$ cat src/rtl/mux_arbiter.sv
// mux_arbiter: two-requester round-robin arbiter driving a shared registered mux.
//
// Ports:
//   clk        - single clock, all state updates on the rising edge
//   reset      - synchronous, active-high reset
//   req_a/b    - level-sensitive holding requests from requesters A and B
//   data_a/b   - requester data, WIDTH bits each
//   gnt_a/b    - registered grants, one-hot or both low
//   sel        - registered mux select (0 = A, 1 = B), holds its value while idle
//   out        - registered mux output, captures the owner's data one cycle after grant
//   out_valid  - high when out carries data captured from an owner
//
// Optional feature: define ARB_TIMEOUT_EN to build a hold counter that forces a
// hand-off once the owner has held the grant for MAX_HOLD cycles while the other
// side is requesting. Without the macro an owner keeps the grant while it requests.
module mux_arbiter #(
    parameter int unsigned WIDTH    = 8,
    parameter int unsigned MAX_HOLD = 4
) (
    input  logic             clk,
    input  logic             reset,
    input  logic             req_a,
    input  logic             req_b,
    input  logic [WIDTH-1:0] data_a,
    input  logic [WIDTH-1:0] data_b,
    output logic             gnt_a,
    output logic             gnt_b,
    output logic             sel,
    output logic [WIDTH-1:0] out,
    output logic             out_valid
);

    typedef enum logic [1:0] {
        StIdle = 2'd0,
        StOwnA = 2'd1,
        StOwnB = 2'd2
    } state_e;

    state_e state_q;
    state_e state_d;
    logic   last_owner_q;  // 0 = A, 1 = B
    logic   hold_expired;  // current cycle is the owner's MAX_HOLD-th owned cycle

`ifdef ARB_TIMEOUT_EN
    localparam int unsigned HoldW = $clog2(MAX_HOLD + 1);

    // Owned cycles completed before the current one; saturates at MAX_HOLD-1 so an
    // uncontested owner hands off immediately once the other side starts requesting.
    logic [HoldW-1:0] hold_q;

    assign hold_expired = (hold_q == HoldW'(MAX_HOLD - 1));

    always_ff @(posedge clk) begin
        if (reset) begin
            hold_q <= '0;
        end else if (state_q == StIdle || state_d != state_q) begin
            hold_q <= '0;
        end else if (!hold_expired) begin
            hold_q <= hold_q + 1'b1;
        end
    end
`else
    logic unused_max_hold;

    assign unused_max_hold = ^MAX_HOLD;
    assign hold_expired    = 1'b0;
`endif

    // Next-owner decision.
    always_comb begin
        state_d = state_q;
        case (state_q)
            StIdle: begin
                if (req_a && req_b) begin
                    // Tie goes to the side that did not own last.
                    state_d = last_owner_q ? StOwnA : StOwnB;
                end else if (req_a) begin
                    state_d = StOwnA;
                end else if (req_b) begin
                    state_d = StOwnB;
                end else begin
                    state_d = StIdle;
                end
            end
            StOwnA: begin
                if (req_a && !(hold_expired && req_b)) begin
                    state_d = StOwnA;
                end else if (req_b) begin
                    state_d = StOwnB;
                end else begin
                    state_d = StIdle;
                end
            end
            StOwnB: begin
                if (req_b && !(hold_expired && req_a)) begin
                    state_d = StOwnB;
                end else if (req_a) begin
                    state_d = StOwnA;
                end else begin
                    state_d = StIdle;
                end
            end
            default: state_d = StIdle;
        endcase
    end

    // State register with registered grant/select/data outputs.
    always_ff @(posedge clk) begin
        if (reset) begin
            state_q      <= StIdle;
            last_owner_q <= 1'b1;
            gnt_a        <= 1'b0;
            gnt_b        <= 1'b0;
            sel          <= 1'b0;
            out          <= '0;
            out_valid    <= 1'b0;
        end else begin
            state_q <= state_d;
            gnt_a   <= (state_d == StOwnA);
            gnt_b   <= (state_d == StOwnB);

            if (state_d == StOwnA) begin
                sel <= 1'b0;
            end else if (state_d == StOwnB) begin
                sel <= 1'b1;
            end

            if (state_q != StIdle && state_d != state_q) begin
                last_owner_q <= (state_q == StOwnB);
            end

            // Data path follows the current owner, so it lags the grant by one cycle.
            case (state_q)
                StOwnA: begin
                    out       <= data_a;
                    out_valid <= 1'b1;
                end
                StOwnB: begin
                    out       <= data_b;
                    out_valid <= 1'b1;
                end
                default: out_valid <= 1'b0;
            endcase
        end
    end

endmodule

$ cat config.mk
export PLATFORM = sky130hd
export DESIGN_NAME = mux_arbiter
export DESIGN_NICKNAME = d
export VERILOG_FILES = /design/src/rtl/mux_arbiter.sv
export SDC_FILE = /design/constraint.sdc
export NUM_CORES = 1
export LEC_CHECK = 0
export BUFFER_PORTS_ARGS = -buffer_cell sky130_fd_sc_hd__buf_4
export CORE_MARGIN = 3
export CORE_UTILIZATION = 45
export CTS_BUF_LIST = sky130_fd_sc_hd__clkbuf_16
export CTS_CLUSTER_SIZE = 14
export DETAILED_ROUTE_END_ITERATION = 8
export PLACE_DENSITY = 0.76
export SKIP_CTS_REPAIR_TIMING = 1
export SLEW_MARGIN = 20
export SYNTH_ARGS = -nofsm -noshare
export SYNTH_HDL_FRONTEND = slang
export SYNTH_SLANG_ARGS = --single-unit
$ cat constraint.sdc
create_clock -name clk -period 2.4 [get_ports clk]
set_clock_uncertainty 0.1 [all_clocks]
set_input_delay 0.12 -clock clk [delete_from_list [all_inputs] [get_ports clk]]
set_output_delay 0.12 -clock clk [all_outputs]
set_load 0.1 [all_outputs]
== After elaboration in Yosys (flattened, before gate mapping) ==
Cells that the tools add are included.
W data, S select, Z words.

* Output and inout bits: 12
* Register bits after elaboration: 15

* Muxes and demuxes: 9
* Reductions and logical operators: 7
* Eq/ne operators: 5

{| class="wikitable"
|+ Operators by type and width
! cell !! count
|-
| $pmux W8 S2 || 1
|-
| $mux W2 || 5
|-
| $pmux W2 S3 || 1
|-
| $eq A2 B1 Y1 const B || 2
|-
| $eq A2 B2 Y1 const B || 2
|-
| $reduce_bool A2 Y1 || 2
|-
| $reduce_or A2 Y1 || 2
|-
| $logic_and A1 B1 Y1 || 2
|-
| $logic_not A2 Y1 || 1
|-
| $mux W1 || 2
|-
| $ne A2 B2 Y1 || 1
|}

== Longest topological paths before layout ==
Gate-level depths: netlist (run 1).

* Depth in word-level cells: 6
* Depth in mapped cells: 7

== Worst setup path after synthesis (run 1) ==
No wires, ideal clock.

* Path kind: flip-flop to flip-flop
* Start point: register state_q[0]
* End point: register last_owner_q
* Setup time: 119 ps
* Slack: 617 ps
* Data required time: 2181 ps
* Stages on the path, launching flop included: 8
* Path buffers: 0
* Arrival: 1563 ps
* Period minus slack after synthesis: 1783 ps
* Cells stage by stage: dfxtp_1 -> inv_1 -> ha_1 -> or3_4 -> o311ai_4 -> mux2i_1 -> nand3_1 -> mux2i_1

* Cells in the longest elaborated chain, start to end: 4

{| class="wikitable"
|+ RTL lines
! item !! RTL line !! source
|-
| start, declared || 39 || <nowiki>state_e state_q;</nowiki>
|-
| start signal, assigned || 110 || <nowiki>state_q <= StIdle;</nowiki>
|-
| start signal, assigned || 118 || <nowiki>state_q <= state_d;</nowiki>
|-
| $eq A2 B2 Y1 (tied with other cells) || 72, 129 ||
|-
| $pmux W2 S3 || 72 || <nowiki>case (state_q)</nowiki>
|-
| $ne A2 B2 Y1 || 128 || <nowiki>if (state_q != StIdle && state_d != state_q) begin</nowiki>
|-
| $logic_and A1 B1 Y1 || 128 ||
|-
| end signal, assigned || 129 || <nowiki>last_owner_q <= (state_q == StOwnB);</nowiki>
|-
| end, declared || 41 || <nowiki>logic last_owner_q;</nowiki>
|}

Several ways; a longest one is shown, not always the timed one.
A chain may end at the register's enable or synchronous reset.

== Worst setup path after layout (run 1) ==
Same ends and word-level chain as after synthesis.

==> results of run 1 <==
==> through the flow <==
step | hold WS (ps) | instances | utilization
4_1_cts | 61.1 | 125 | 0.692
6_report | 62.5 | 125 | 0.692
3_5_place_dp | 314 | 121 | 0.641
2_1_floorplan | 91.6 | 77 | -
3_3_place_gp | 306 | 121 | 0.641
5_1_grt | 75.3 | 125 | 0.692
==> worst max-delay path: cells and delay by family (launching register included) <==
family | cells | cell delay, ps
adders and majority gates | 1 | 350
buffers and inverters | 2 | 330
and+or+nand+nor | 1 | 120
DFF | 1 | 380
muxes | 2 | 380
AOI/OAI and AO/OA | 1 | 340
==> path summary, 6_finish.rpt <==
check                   from            to  slack, ps  cells past startpoint
setup reg to reg  state_q[0]  last_owner_q        280                      7
hold / removal         reset           sel         60                      2
hold reg to reg          sel           sel        380                      2
setup / recovery  state_q[0]  last_owner_q        280                      7
==> routing by layer <==
metal | up-vias | global-route usage | routed length, µm
met5 | - | 0 | 0
met3 | 0 | 0.0690 | 107
met4 | 0 | 0.0608 | 0
li1 | 333 | - | -
met1 | 288 | 0.172 | 704
met2 | 21 | 0.285 | 815
==> registers in the layout, summed over array words and instances, names as in the netlist <==
name	cells
gnt_b	1
gnt_a	1
out_valid	1
sel	1
out	8
last_owner_q	1
state_q	2
==> power breakdown <==
group / internal (mW) / switching [mW] / total, mW
registers: 0.283 / 0.0184 / 0.302
clock network: 0.220 / 0.0913 / 0.311
logic: 0.112 / 0.279 / 0.391
total: 0.615 / 0.389 / 1.00
==> cell type report <==
cell class,count,area [µm²]
Fill cell,125,474
Multi-Input combinational cell,55,417
Sequential cell,15,300
Timing Repair Buffer,32,240
Clock buffer,3,75.1
Tap cell,16,20.0
Inverter,3,11.3
Clock inverter,1,3.75
==> layout by cell type, fill, tap and decap left out <==
| cell type | instances |
|---|---|
| a21oi_1 | 1 |
| mux2i_1 | 11 |
| inv_1 | 4 |
| ha_1 | 4 |
| buf_4 | 32 |
| or3b_1 | 1 |
| o21ai_1 | 1 |
| o311ai_2 | 1 |
| or2_4 | 1 |
| nor3_1 | 3 |
| nor2_1 | 14 |
| and2_1 | 2 |
| a211oi_1 | 8 |
| nor2b_1 | 1 |
| and2b_1 | 2 |
| nand3_1 | 1 |
| or3_4 | 1 |
| clkbuf_16 | 3 |
| o311ai_4 | 1 |
| o21ai_0 | 1 |
| nand2_1 | 1 |
| dfxtp_1 | 15 |
==> logic make-up after synthesis <==
group	count (synthesis)	share of synthesized area
mux	11	0.145
buf+inv	7	0.0576
compound gates	13	0.155
fa+ha+maj	4	0.0658
flops	15	0.395
simple gates	27	0.183
==> results by group, run 1 <==
Power and ir drop
  • Power density over the cells: 941 nW/µm²
  • Total power: 1.00 mW
  • Pleak: 0.482 nW
  • VDD IR-drop max: 0.593 mV

Hold path
  • Hold Path Class: in2reg

Synth
  • Top FF cell, synth: dfxtp_1
  • Top post-synthesis cells by area: dfxtp_1 39%, mux2i_1 14%, a211oi_1 7.9%, nor2_1 6.9%, ha_1 6.6%
  • Synth Net Count: 101
  • Count leader, synth: dfxtp_1
  • Top cell type's share of synthesized area: 0.395
  • Sequential fraction of the synthesis area: 0.395
  • Synth warn: 0
  • Async set-reset flop share out of synthesis: 0
  • Synth Cell Area: 761 µm²
  • Post-synth cell types: 23
  • Synthesized instance count: 77
  • Post-synth top cells: 15 x dfxtp_1, 14 x nor2_1, 11 x mux2i_1, 8 x a211oi_1, 4 x ha_1
  • Yosys top cell by area: dfxtp_1
  • Number of synthesized flops with an enable pin: 0
  • Post-synthesis register bit count: 15
  • Mapped Avg Cell Area: 9.88 µm²

Route
  • DR vias: 642
  • Post-route DRC: 0
  • Drt total wl: 1630 µm
  • First-pass DRT Iterations: 4
  • Post-DRT Antenna Nets: 0
  • WL per Instance: 13.0 µm
  • DR iter-0 viols: 7
  • Via/cell ratio: 5.14

Place
  • Dpl cell area: 988 µm²
  • I/O Buffers: 31
  • Gpl congestion: 0.912
  • Setup slack at placement: 304 ps
  • Detailed Place HPWL: 1260 µm

Timing
  • Slew HR: 0.696
  • # setup viols final: 0
  • Max Slew Vio Count: 0
  • Fin Setup TNS: 0 ps
  • Max Fclk: 471 MHz
  • RSZ-0062 raised after global routing: false
  • Crit path time final: 2120 ps
  • Slew @ Worst Pin: 456 ps
  • Crit share post-route: 0.885
  • Hold Violations, Final: 0
  • Final setup margin: 277 ps

Floorplanning
  • Core Rows: 14
  • IO Pins: 32
  • Chip height: 47.1 µm
  • Core ar.: 1540 µm²
  • Die area: 2220 µm²
  • Die width: 47.1 µm
  • Starting Density: 0.494

Cells and area
  • Share of layout cells above drive strength 1: 0.358
  • N_diodes: 0
  • P&R area growth vs syn: 40.3%
  • Final instance area: 1070 µm²
  • Net count, final: 134

Clocking
  • Max H-tree Level: 1
  • Num Clock Sinks: 15
  • Reg clk slew, reported paths: 50 ps
  • Worst skew pair latency: 240 ps
  • CTS buffer count: 3
  • CTS tree: built
  • Clk buf depth: 2
  • Clock Root Buffer: clkbuf_16

GRT
  • Pin count of the biggest net entering global routing: 18
  • First-pass GRT wire length: 2500 µm
  • Vias in the first global route: 622
  • All-Layer GR Usage: 0.163
  • Number of antenna violations at the first check in global routing: 0
  • Total gr overflow: 0

Critical path
  • Critical Path RT: 2420 ps
  • Most frequent CP cell: mux2i_1
  • CP endpoint kind: register
  • Max incr delay on CP: 380 ps
  • Slowest CP cell: dfxtp_1
  • Worst-path fanout max: 8
  • Crit path DAT: 2140 ps
  • Worst setup SP type: register
  • WS Path Type: reg2reg
  • Worst-path cell chain: inv_1, ha_1, buf_4, o311ai_4, mux2i_1, nand3_1, mux2i_1

Flow run
  • Max_cap viols: 0

Outcome
  • Status: finished clean
(Power assumes the default switching activity.)
==> run 2: changes to the inputs <==
- BUFFER_PORTS_ARGS: -buffer_cell sky130_fd_sc_hd__buf_4 -> -buffer_cell sky130_fd_sc_hd__buf_2
==> run 2 against run 1 <==
Effect of this change:
- highest routed layer is now met4
- sequential cell count is the same
- design area decreased by 7.2%
- non-clock buffer count stayed put
- fmax rose by 3.9%
- power decreased by 0.94%
- count of clock-buffer cells in the layout did not move
- largest power group unchanged
==> results by group, run 2 (same netlist as run 1, synthesis figures left out) <==
Floorplanning
  • Starting Density: 0.494 (unchanged)
  • Core ar.: 1540 µm² (unchanged)
  • Die width: 47.1 µm (unchanged)
  • Die area: 2220 µm² (unchanged)
  • IO Pins: 32 (unchanged)
  • Chip height: 47.1 µm (unchanged)
  • Core Rows: 14 (unchanged)

Timing
  • Crit share post-route: 0.851 (-0.0334)
  • Max Fclk: 490 MHz (+3.9%)
  • Slew HR: 0.675 (-0.0207)
  • Slew @ Worst Pin: 491 ps (+34.4 ps)
  • Crit path time final: 2040 ps (-80.2 ps)
  • # setup viols final: 0 (unchanged)
  • Hold Violations, Final: 0 (unchanged)
  • Fin Setup TNS: 0 ps (unchanged)
  • RSZ-0062 raised after global routing: false
  • Max Slew Vio Count: 0 (unchanged)

Clocking
  • Clock Root Buffer: clkbuf_16
  • Reg clk slew, reported paths: 50 ps (about the same)
  • Clk buf depth: 2 (unchanged)
  • Max H-tree Level: 1 (unchanged)
  • Num Clock Sinks: 15 (unchanged)
  • CTS tree: built
  • CTS buffer count: 3 (unchanged)
  • Worst skew pair latency: 250 ps (about the same)

Power and ir drop
  • P_sw: 0.400 mW (+3.1%)
  • Switching Fraction: 0.403 (+0.0156)
  • Reg power frac: 0.302 (+0.002)
  • Logic pwr share: 0.370 (-0.020)
  • Power density over the cells: 1000 nW/µm² (+6.7%)
  • Pleak: 0.462 nW (-4.1%)
  • VDD IR-drop max: 0.615 mV (+3.8%)
  • Clock share of power: 0.328 (+0.018)
  • Total power: 0.995 mW (-0.94%)
  • P_int: 0.594 mW (-3.5%)

Place
  • I/O Buffers: 31 (unchanged)
  • Gpl congestion: 0.752 (-18%)
  • Dpl cell area: 911 µm² (-7.8%)
  • Detailed Place HPWL: 1140 µm (-9.5%)

Flow run
  • Max_cap viols: 0 (unchanged)

Critical path
  • WS Path Type: reg2reg
  • Most frequent CP cell: mux2i_1
  • Worst-path cell chain: inv_1, ha_1, buf_4, o311ai_4, mux2i_1, nand3_1, mux2i_1
  • Max incr delay on CP: 370 ps (about the same)
  • Crit path DAT: 2080 ps (-60 ps)
  • CP endpoint kind: register
  • Slowest CP cell: dfxtp_1
  • Worst-path fanout max: 8 (unchanged)
  • Worst setup SP type: register
  • Critical Path RT: 2440 ps (+20 ps)

Outcome
  • Status: finished clean

Route
  • Post-route DRC: 0 (unchanged)
  • WL per Instance: 12.9 µm (-0.80%)
  • First-pass DRT Iterations: 4 (unchanged)
  • Via/cell ratio: 5.21 (+1.4%)
  • Post-DRT Antenna Nets: 0 (unchanged)
  • Drt total wl: 1610 µm (-0.80%)
  • DR iter-0 viols: 7 (unchanged)
  • DR vias: 651 (+1.4%)

Cells and area
  • Largest register FFs: 8 (unchanged)
  • N_diodes: 0 (unchanged)
  • Net count, final: 134 (unchanged)
  • Biggest regs: out x8, state_q x2
  • Sequential Area: 300 µm² (unchanged)
  • Most frequent cells in the layout: 31 x buf_2, 15 x dfxtp_1, 14 x nor2_1
  • Final instance area: 991 µm² (-7.2%)
  • FILL cells: 121 (-3.2%)
  • Largest Register: out
  • P&R area growth vs syn: 30.3%
  • Area of the multi-input gates: 417 µm² (unchanged)
  • Commonest non-fill, non-tap cell in the layout: buf_2
  • Share of layout cells above drive strength 1: 0.367 (+0.00917)

Hold path
  • Hold Path Class: in2reg

GRT
  • Pin count of the biggest net entering global routing: 18 (unchanged)
  • All-Layer GR Usage: 0.179 (+0.0163)
  • Number of antenna violations at the first check in global routing: 0 (unchanged)
  • Vias in the first global route: 610 (-1.9%)
  • Total gr overflow: 0 (unchanged)
  • First-pass GRT wire length: 2610 µm (+4.2%)
==> run 2: cell count changes in the layout (fill, tap and decap cells not counted), sizes merged <==
cell / previous run / this run
inv: 4 / 3
clkinv: 0 / 1
==> run 2: routing by layer <==
metal / wire (µm) / global-route usage
met1: 679 / 0.205
met2: 759 / 0.276
met3: 132 / 0.0805
met4: 42 / 0.0994
met5: 0 / 0
==> run 2: per-stage QoR <==
| step | cells | hold WS [ps] | worst slack [ps] | util |
|---|---|---|---|---|
| finish | 125 | 88.1 | 357 | 0.643 |
| global route | 125 | 95.3 | 263 | 0.643 |
| CTS | 125 | 81.1 | 354 | 0.643 |
| detailed placement | 121 | 342 | 367 | 0.591 |
| global placement | 121 | 337 | 429 | 0.591 |
| floorplan | 77 | 91.6 | 617 | - |
==> run 2: final cells by class <==
type / instances / share of cell area
clock buffers: 3 / 0.0758
clock inverters: 1 / 0.00505
inverters: 3 / 0.0114
multi-input cells: 55 / 0.420
flip-flops and latches: 15 / 0.303
well taps: 16 / 0.0202
repair buffers: 32 / 0.164
==> run 2: final timing paths <==
| kind | startpoint | end | slack (ps) | cells past startpoint |
|---|---|---|---|---|
| worst max-delay path | state_q[0] | last_owner_q | 360 | 7 |
| worst min-delay path | req_b | state_q[1] | 90 | 3 |
| worst max register to register | state_q[0] | last_owner_q | 360 | 7 |
| worst min register to register | out[4] | out[4] | 390 | 2 |
==> run 2: worst max-delay path, delay by kind of cell, from the launching register on <==
family | cells | cell delay, ps
DFF | 1 | 370
buffers and inverters | 2 | 320
muxes | 2 | 350
AOI/OAI and AO/OA | 1 | 350
and+or+nand+nor | 1 | 100
adders and majority gates | 1 | 340
==> run 2: power by group through the flow <==
stage               Combinational [mW]  Sequential [mW]  Clock, mW
finish                           0.368            0.300      0.327
detailed placement               0.367            0.304          0
global route                     0.388            0.305      0.344
CTS                              0.369            0.300      0.330
floorplan                        0.117            0.495          0
global placement                 0.362            0.304          0
==> run 3: changes to the inputs <==
- clock period: 2.4 -> 2.3 ns (I/O delays scaled with it)
==> run 3 against run 2 <==
Effect of this change:
- power up 3.7%
- critical endpoint unchanged
- sequential share of layout area unchanged
- global-route usage shrank 1.3 points
- fmax decreased by 1.1%
- setup slack worse by 120 ps
==> results by group, run 3 (same netlist as run 1, synthesis figures left out) <==
GRT
  • Total gr overflow: 0 (unchanged)
  • Number of antenna violations at the first check in global routing: 0 (unchanged)
  • Pin count of the biggest net entering global routing: 18 (unchanged)
  • All-Layer GR Usage: 0.166 (-0.0131)
  • First-pass GRT wire length: 2440 µm (-6.6%)
  • Vias in the first global route: 572 (-6.2%)

Clocking
  • Clk buf depth: 2 (unchanged)
  • Reg clk slew, reported paths: 50 ps (about the same)
  • CTS tree: built
  • Clock Root Buffer: clkbuf_16
  • Num Clock Sinks: 15 (unchanged)
  • Worst skew pair latency: 240 ps (about the same)
  • Max H-tree Level: 1 (unchanged)
  • CTS buffer count: 3 (unchanged)

Cells and area
  • N_diodes: 0 (unchanged)
  • Sequential Area: 300 µm² (unchanged)
  • Area of the multi-input gates: 417 µm² (unchanged)
  • Final Util: 0.643 (unchanged)
  • Largest Register: out
  • Share of layout cells above drive strength 1: 0.367 (unchanged)
  • Largest register FFs: 8 (unchanged)
  • P&R area growth vs syn: 30.3% (unchanged)
  • Final instance area: 991 µm² (unchanged)
  • Most frequent cells in the layout: 31 x buf_2, 15 x dfxtp_1, 14 x nor2_1
  • Net count, final: 134 (unchanged)
  • Commonest non-fill, non-tap cell in the layout: buf_2
  • Biggest regs: out x8, state_q x2
  • FILL cells: 128 (+5.8%)

Critical path
  • Worst-case reg-to-reg path depth: 7 (unchanged)
  • Worst setup SP type: register
  • RR Endpoint: last_owner_q
  • Worst setup path startpoint: state_q[0]
  • CP endpoint kind: register
  • Critical Path RT: 2330 ps (-110 ps)
  • Worst-path fanout max: 8 (unchanged)
  • Crit path DAT: 2100 ps (+20 ps)
  • Reg2reg setup slack: 230 ps (-120 ps)
  • Reg-to-reg startpoint: state_q[0]
  • WS Path Type: reg2reg
  • Crit path to: last_owner_q

Route
  • DR vias: 647 (-0.61%)
  • Post-DRT Antenna Nets: 0 (unchanged)
  • First-pass DRT Iterations: 3 (-1)
  • WL per Instance: 12.2 µm (-5.5%)
  • Drt total wl: 1530 µm (-5.5%)
  • Via/cell ratio: 5.18 (-0.61%)
  • Post-route DRC: 0 (unchanged)
  • DR iter-0 viols: 5 (-2)

Hold path
  • Hold Path Class: in2reg
  • Hold Crit Start: req_b

Power and ir drop
  • Pleak: 0.462 nW (unchanged)
  • Logic pwr share: 0.370 (about the same)
  • Power density over the cells: 1040 nW/µm² (+3.7%)
  • Switching Fraction: 0.399 (-0.00327)
  • P_sw: 0.412 mW (+2.9%)
  • P_int: 0.620 mW (+4.3%)
  • Reg power frac: 0.303 (about the same)
  • VDD IR-drop max: 0.581 mV (-5.6%)
  • Clock share of power: 0.327 (about the same)

Place
  • Detailed Place HPWL: 1160 µm (+1.8%)
  • Dpl cell area: 911 µm² (unchanged)
  • I/O Buffers: 31 (unchanged)
  • Gpl congestion: 0.752 (unchanged)
  • Setup slack at placement: 268 ps (-99.2 ps)

Timing
  • Slew @ Worst Pin: 490 ps (-0.424 ps)
  • Hold Slack: 79.7 ps (-8.38 ps)
  • Crit share post-route: 0.898 (+0.0468)
  • Max Slew Vio Count: 0 (unchanged)
  • Max Fclk: 484 MHz (-1.1%)
  • Crit path time final: 2070 ps (+22.5 ps)
  • Final setup margin: 235 ps (-122 ps)
  • Hold Violations, Final: 0 (unchanged)
  • RSZ-0062 raised after global routing: false
  • Fin Setup TNS: 0 ps (unchanged)
  • Slew HR: 0.675 (about the same)
  • # setup viols final: 0 (unchanged)

Floorplanning
  • Core Rows: 14 (unchanged)
  • IO Pins: 32 (unchanged)
  • Die width: 47.1 µm (unchanged)
  • Core ar.: 1540 µm² (unchanged)
  • Starting Density: 0.494 (unchanged)
  • Chip height: 47.1 µm (unchanged)
  • Die area: 2220 µm² (unchanged)

Outcome
  • Status: finished clean

Flow run
  • Max_cap viols: 0 (unchanged)
run 3: worst min path at each step:
stage	to	slack, ps	cells after the start
detailed placement	state_q[1]	340	3
finish	state_q[1]	80	3
floorplan	out_valid	90	1
CTS	state_q[1]	70	3
global route	state_q[1]	90	3
global placement	state_q[1]	330	3
run 3: final cells by class:
type,instances,share of cell area
Multi-Input combinational cell,55,0.420
Clock buffer,3,0.0758
Tap cell,16,0.0202
Clock inverter,1,0.00505
Inverter,3,0.0114
Sequential cell,15,0.303
Timing Repair Buffer,32,0.164
run 3: stage by stage:
stage	total power, mW	instances
2_1_floorplan	0.639	77
3_3_place_gp	0.695	121
3_5_place_dp	0.700	121
4_1_cts	1.04	125
5_1_grt	1.07	125
6_report	1.03	125
run 3: worst max-delay path, cell delays in order (launching register included):
cell      delay, ps
dfxtp_1         380
inv_1           100
ha_1            340
buf_4           220
o311ai_4        350
mux2i_1         230
nand3_1         110
mux2i_1         120
run 3: routing by layer:
layer / part of all wire / global-route usage / vias up
met5: 0 / 0 / -
met4: 0.028 / 0.0994 / 0
met3: 0.082 / 0.0728 / 4
met2: 0.46 / 0.255 / 24
met1: 0.43 / 0.189 / 283
li1: - / - / 336
run 3: power groups by stage:
| stage | combinational (mW) | clock, mW | sequential, mW |
|---|---|---|---|
| after floorplan | 0.122 | 0 | 0.517 |
| after global placement | 0.378 | 0 | 0.317 |
| after detailed placement | 0.383 | 0 | 0.317 |
| after CTS | 0.384 | 0.343 | 0.313 |
| after global routing | 0.404 | 0.352 | 0.318 |
| final | 0.382 | 0.337 | 0.313 |
